**src/rtl/accum_seq_ctrl.sv**
```systemverilog
// Start/accumulate/commit sequencer for the shared accumulate-and-commit datapath.
// Sums NUM_BEATS data beats, then publishes the sum on commit with a one-cycle done pulse.
module accum_seq_ctrl #(
  parameter int DATA_W    = 32,
  parameter int NUM_BEATS = 2,
  parameter int MAX_GAP   = 1
) (
  input  logic              clk,
  input  logic              rst_n,
  input  logic              start,
  input  logic              hold,
  input  logic [DATA_W-1:0] data_in,
  input  logic              data_vld,
  input  logic              commit,
  output logic [DATA_W-1:0] data_out,
  output logic              busy,
  output logic              done,
  output logic              abort,
  output logic              overflow
);

  localparam int BW = $clog2(NUM_BEATS + 1);
  localparam int GW = $clog2(MAX_GAP + 2);
  localparam logic [BW-1:0] LAST_BEAT = BW'(NUM_BEATS - 1);
  localparam logic [GW-1:0] GAP_LIM   = GW'(MAX_GAP);

  typedef enum logic [1:0] {
    IDLE        = 2'd0,
    ACC         = 2'd1,
    WAIT_COMMIT = 2'd2
  } state_t;

  state_t            state;
  logic [DATA_W-1:0] acc;
  logic [BW-1:0]     beat_cnt;
  logic [GW-1:0]     gap_cnt;
  logic              ovf_acc;
  logic [DATA_W:0]   sum_ext;

  // Wrapping add; the extra top bit is the carry-out used for overflow tracking.
  function automatic logic [DATA_W:0] add_wrap(input logic [DATA_W-1:0] a,
                                               input logic [DATA_W-1:0] b);
    return {1'b0, a} + {1'b0, b};
  endfunction

  assign sum_ext = add_wrap(acc, data_in);
  assign busy    = (state == ACC) || (state == WAIT_COMMIT);

  always_ff @(posedge clk or negedge rst_n) begin
    if (!rst_n) begin
      state    <= IDLE;
      acc      <= '0;
      beat_cnt <= '0;
      gap_cnt  <= '0;
      ovf_acc  <= 1'b0;
      data_out <= '0;
      done     <= 1'b0;
      abort    <= 1'b0;
      overflow <= 1'b0;
    end else begin
      done  <= 1'b0;
      abort <= 1'b0;
      case (state)
        IDLE: begin
          if (start && !hold) begin
            state    <= ACC;
            acc      <= '0;
            beat_cnt <= '0;
            gap_cnt  <= '0;
            ovf_acc  <= 1'b0;
          end
        end
        ACC: begin
          if (data_vld) begin
            acc      <= sum_ext[DATA_W-1:0];
            ovf_acc  <= ovf_acc | sum_ext[DATA_W];
            beat_cnt <= beat_cnt + 1'b1;
            gap_cnt  <= '0;
            if (beat_cnt == LAST_BEAT) state <= WAIT_COMMIT;
          end else if (beat_cnt != '0) begin
            // Bubbles only count once the first beat has arrived.
            if (gap_cnt == GAP_LIM) begin
              abort <= 1'b1;
              state <= IDLE;
            end else begin
              gap_cnt <= gap_cnt + 1'b1;
            end
          end
        end
        WAIT_COMMIT: begin
          if (commit) begin
            data_out <= acc;
            overflow <= ovf_acc;
            done     <= 1'b1;
            state    <= IDLE;
          end
        end
        default: state <= IDLE;
      endcase
    end
  end

endmodule
```
**config.mk**
```make
export PLATFORM = sky130hd
export DESIGN_NAME = accum_seq_ctrl
export DESIGN_NICKNAME = d
export VERILOG_FILES = /design/src/rtl/accum_seq_ctrl.sv
export SDC_FILE = /design/constraint.sdc
export NUM_CORES = 1
export LEC_CHECK = 0
export CAP_MARGIN = 20
export CORE_ASPECT_RATIO = 1.25
export CORE_MARGIN = 2
export CORE_UTILIZATION = 45
export DETAILED_ROUTE_END_ITERATION = 12
export GPL_TIMING_DRIVEN = 0
export PLACE_DENSITY_LB_ADDON = 0.25
export SYNTH_ARGS = -nofsm -noshare
export SYNTH_HDL_FRONTEND = slang
export SYNTH_SLANG_ARGS = --single-unit
```
**constraint.sdc**
```tcl
create_clock -name clk -period 3.95 [get_ports clk]
set_clock_uncertainty 0.1 [all_clocks]
set_input_delay 0.9875 -clock clk [delete_from_list [all_inputs] [get_ports clk]]
set_output_delay 0.9875 -clock clk [all_outputs]
set_load 0.01 [all_outputs]
```
---- Word-level counts from Yosys, hierarchy flattened ----
Cells that the tools add are included.
operators by class
  shift-type cells ........................ 0
  div/mod/pow operators ................... 0
  muxes and demuxes ....................... 26
  equal/unequal tests ..................... 11
  multipliers ............................. 0
  order comparisons ....................... 0
  $add $sub $neg .......................... 3
  reductions and logical operators ........ 10
  bitwise gates (word level) .............. 1
operators by type and width
  operator                                                               number
  32-bit two-way mux                                                     2
  32-bit case mux with 2 select lines                                    1
  32-bit by 32-bit adder with 33-bit output                              1
  2-bit two-way mux                                                      11
  3-bit by 2-bit != test with 1-bit output, second input constant        3
  1-bit two-way mux                                                      8
  2-bit case mux with 2 select lines                                     2
  2-bit by 1-bit equality test with 1-bit output, second input constant  3
  2-bit != test, second input constant                                   3
  2-bit case mux with 3 select lines                                     1
  5-bit AND reduction                                                    1
  2-bit by 1-bit adder with 2-bit output, second input constant          2
  4-bit AND reduction                                                    1
  2-bit nonzero test                                                     2
  3-bit != test, second input constant                                   1
  3-bit AND reduction                                                    1
  2-bit equality test, second input constant                             1
  2-bit logical NOT                                                      1
  1-bit case mux with 2 select lines                                     1
  2-bit AND reduction                                                    1
  1-bit logical AND                                                      1
  1-bit logical NOT                                                      1
  1-bit logical OR                                                       1
  1-bit OR                                                               1
storage, ports and cells
  output and inout bits ................... 36
  flip-flop bits (word level) ............. 74
  RAM bits ................................ 0
  memories ................................ 0
  memory bits (read-only) ................. 0
  bits in latches ......................... 0

---- Logic depth before layout (Yosys ltp) ----
  depth after elaboration ................. 5
  mapped depth ............................ 11

---- Least setup slack after synthesis ----
Ideal clock, no wire load.
  path kind ............................... in2reg
  start point ............................. input data_in[0]
  end point ............................... register acc[30]
  required time ........................... 3.767 ns
  slack ................................... 0.886 ns
  data arrival time ....................... 2.881 ns
  buffers on the path ..................... 0
  library setup time ...................... 0.083 ns
  stages .................................. 11
  path through ............................ ha_1 -> inv_1 -> fa_1 -> nor2b_1 -> o2111ai_1 -> a21oi_1 -> o211ai_1 -> a21oi_1 -> a41oi_1 -> xor2_1 -> o21ai_0
on the way
  longest elaborated chain between the ends .. 3
ends and longest elaborated chain
  element                                    RTL line  RTL
  from (decl)                                12        input logic [DATA_W-1:0] data_in,
  32-bit by 32-bit adder with 33-bit output  43        return {1'b0, a} + {1'b0, b};
  32-bit two-way mux                         74        if (data_vld) begin
  32-bit case mux with 2 select lines        63        case (state)
  to (signal assigned)                       75        acc <= sum_ext[DATA_W-1:0];
  to (decl)                                  34        logic [DATA_W-1:0] acc;
Every way passes these cells. The select of a mux whose other input is x is not followed.
A chain may end at the register's enable or synchronous reset.

---- Worst setup path after layout ----
Ends and elaborated chain as after synthesis.

==> impl_metrics.tcl <==
set metrics [dict create \
    fmax_mhz 277 \
    grtUsageTotal_pct 20.3 \
    cts.sinks 74 \
    synth_area_leaders "dfrtp_1 41%, ha_1 11%, mux2_2 8.1%" \
    critPathMaxFanout 3 \
    peakVddDrop_uv 340 \
    yosysWarnings 0 \
    status "completed" \
    dp_hpwl_mm 7.56 \
    regToRegStartpoint "acc[0]" \
    p_leak_uw 0.00263 \
    postRouteWirelength_mm 10.1 \
    relSlewSlack_pct 61.6 \
    grt_max_degree 73 \
    syn_area_per_cell_um2 9.79 \
    port_buffers 73 \
    synth_flop_cell "dfrtp_1" \
    tightest_slew_ns 0.575 \
    pre_cts_ws_ns -0.0867 \
    cp.arrival_ns 3.77 \
    htreeDepth 3 \
    initial_core_util_pct 46.4 \
    worstPathRequired_ns 4.11 \
    antenna_found_initial 0 \
    cp-start-kind "primary input" \
    synth_compound_area_share_pct 18.9 \
    cts_setup_buffers 0 \
    seq_area_frac_synth_pct 41.5 \
    finalWorstSetupSlack_ns 0.341 \
    routed_via_density 5.39 \
    setup_viol 0 \
    firstDrtPassIters 4 \
    fin_cells 672 \
    syn_area_um2 4460 \
    hold_violations 0 \
    drive_above_1_share_pct 11.0 \
    via_count 3621 \
    antenna_left 0 \
    synth-adder-area-share_pct 11.1 \
    postPlaceCellArea_um2 5380 \
    crit-reg2reg-capture "acc[30]" \
    synth_top_area_share_pct 41.5 \
    drtIter0Drc 188 \
    fill_cells 857 \
    fin_crit_sh_pct 91.4 \
    worstHoldPathType "primary input to async pin" \
    setup-tns-final_ns 0 \
    r2r_setup_slack_ns 1.08 \
    clock-root-buffer "clkbuf_16" \
    place.gp.congestion 0.837 \
    cts_made_buffers 9 \
    die_w_um 93.1 \
    ys_ff_latch 74 \
    clock_latency_ns 0.34 \
    synth_area_leader_cell "dfrtp_1" \
    ios 74 \
    die_y_um 115 \
    final_design_area_no_fill_um2 5700 \
    worstSetupPathType "primary input to flop" \
    wl_per_cell_um 15.1 \
    die-area_um2 10700 \
    yosys.area_share.simple_pct 11.7 \
    diodes 0 \
    grt_overflow_total 0 \
    dp_cells 656 \
    synth_xor_area_share_pct 5.69 \
    area_delta_synth_final_pct 27.7 \
    syn_nets 533 \
    syn_inst 456 \
    layout_commonest_cell "dfrtp_1" \
    slew_viol_final 0 \
    row_count 40 \
    fin_crit_ns 3.61 \
    synthArstFlopShare_pct 100 \
    p_per_area_nw_per_um2 713 \
    synth_top_family_by_area "compound AO/OA/AOI/OAI gates" \
    nNetsFinal 618 \
    cts_tree "done" \
    muxShareOfSynthArea_pct 8.07 \
    max_cap_violations 0 \
    grt_pass1_vias 3678 \
    synth_edf_count 0 \
    synth.distinct_cells 53 \
    hold_ws_ns 0.338 \
    cts_max_path_buffers 2 \
    grt_pass1_wl_mm 17.3 \
    drc 0 \
    clk_pin_slew_ns 0.06 \
    endpoint_kind "flop" \
    reg2reg_depth 11 \
    layout_common_cells "74 x dfrtp_1, 72 x clkdlybuf4s50_1, 62 x nand2_1" \
    rsz0062_at_grt "no" \
    core-area_um2 9610 \
]
==> logic make-up (layout without fill, tap and decap cells) <==
kind of cell,after synthesis,count (layout)
xor gates and xnor gates,29,29
buffers and inverters,30,120
DFF,74,74
and+or+nand+nor,113,113
AOI/OAI and AO/OA,139,139
muxes,32,32
adders and majority gates,39,39
==> what timing repair did <==
item                                    in CTS  in global routing
hold buffers                                 0                  0
resized for setup                            0                  1
endpoints found under the setup margin       0                  2
==> layer usage <==
| metal | global-route usage (%) | vias up | share of wire (%) |
|---|---|---|---|
| li1 | - | 1809 | - |
| met1 | 25.2 | 1732 | 44 |
| met2 | 35.2 | 64 | 50 |
| met3 | 2.49 | 16 | 2.8 |
| met4 | 9.51 | 0 | 2.3 |
| met5 | 0 | - | 0 |
==> power breakdown <==
part           switching, µW  internal (µW)  leakage, µW
combinational           1010            958      0.00150
sequential               177           1040     0.000979
clock                    322            551     0.000151
total                   1510           2550      0.00263
==> flip-flops by register name, summed over array words and instances, names as in the netlist <==
signal and cells:
abort 1, beat_cnt 2, data_out 32, overflow 1, gap_cnt 2, acc 32, done 1, state 2
ovf_acc 1
==> synthesized netlist by cell type, types with 8 or more instances <==
cell type / count
ha_1: 38
xnor2_1: 13
nand2_1: 62
clkbuf_1: 8
dfrtp_1: 74
mux2_2: 32
xor2_1: 16
nor2_1: 16
a21o_1: 12
o21ai_0: 49
a21oi_1: 29
nor2b_1: 8
inv_1: 18
o21ai_1: 10
==> cell type report <==
class | instances | area, µm² | share of cell area [%]
timing repair buffer | 74 | 756 | 13.3
buffer | 12 | 70.1 | 1.23
multi-input combinational | 352 | 2480 | 43.5
clock buffer | 9 | 225 | 3.95
clock inverter | 7 | 93.8 | 1.65
tap | 126 | 158 | 2.77
sequential | 74 | 1850 | 32.5
inverter | 18 | 67.6 | 1.19
==> per-stage QoR <==
step	util (%)	total power, µW
6_report	59.3	4070
3_3_place_gp	55.7	3130
2_1_floorplan	-	2500
4_1_cts	59.3	4100
5_1_grt	59.3	4400
3_5_place_dp	56.0	3190
==> how the worst max path moves through the flow <==
| stage | start | endpoint | slack, ns |
|---|---|---|---|
| 6_report | data_in[0] | acc[30] | 0.34 |
| 5_1_grt | data_in[0] | acc[26] | 0.07 |
| 4_1_cts | data_in[0] | acc[30] | 0.24 |
| 3_5_place_dp | data_in[0] | acc[30] | -0.09 |
| 3_3_place_gp | rst_n | data_out[23] | -0.76 |
| 2_1_floorplan | data_in[0] | acc[30] | 0.89 |
==> critical path: stages <==
cell and delay, ns:
clkdlybuf4s50_1 0.47, ha_1 0.20, inv_1 0.07, fa_1 0.39, nor2b_1 0.24, o2111ai_1 0.21, a21oi_1 0.29, o211ai_1 0.17
a21oi_2 0.23, a41oi_1 0.18, xor2_1 0.18, o21ai_0 0.15
Power figures use the tool's default switching activity.
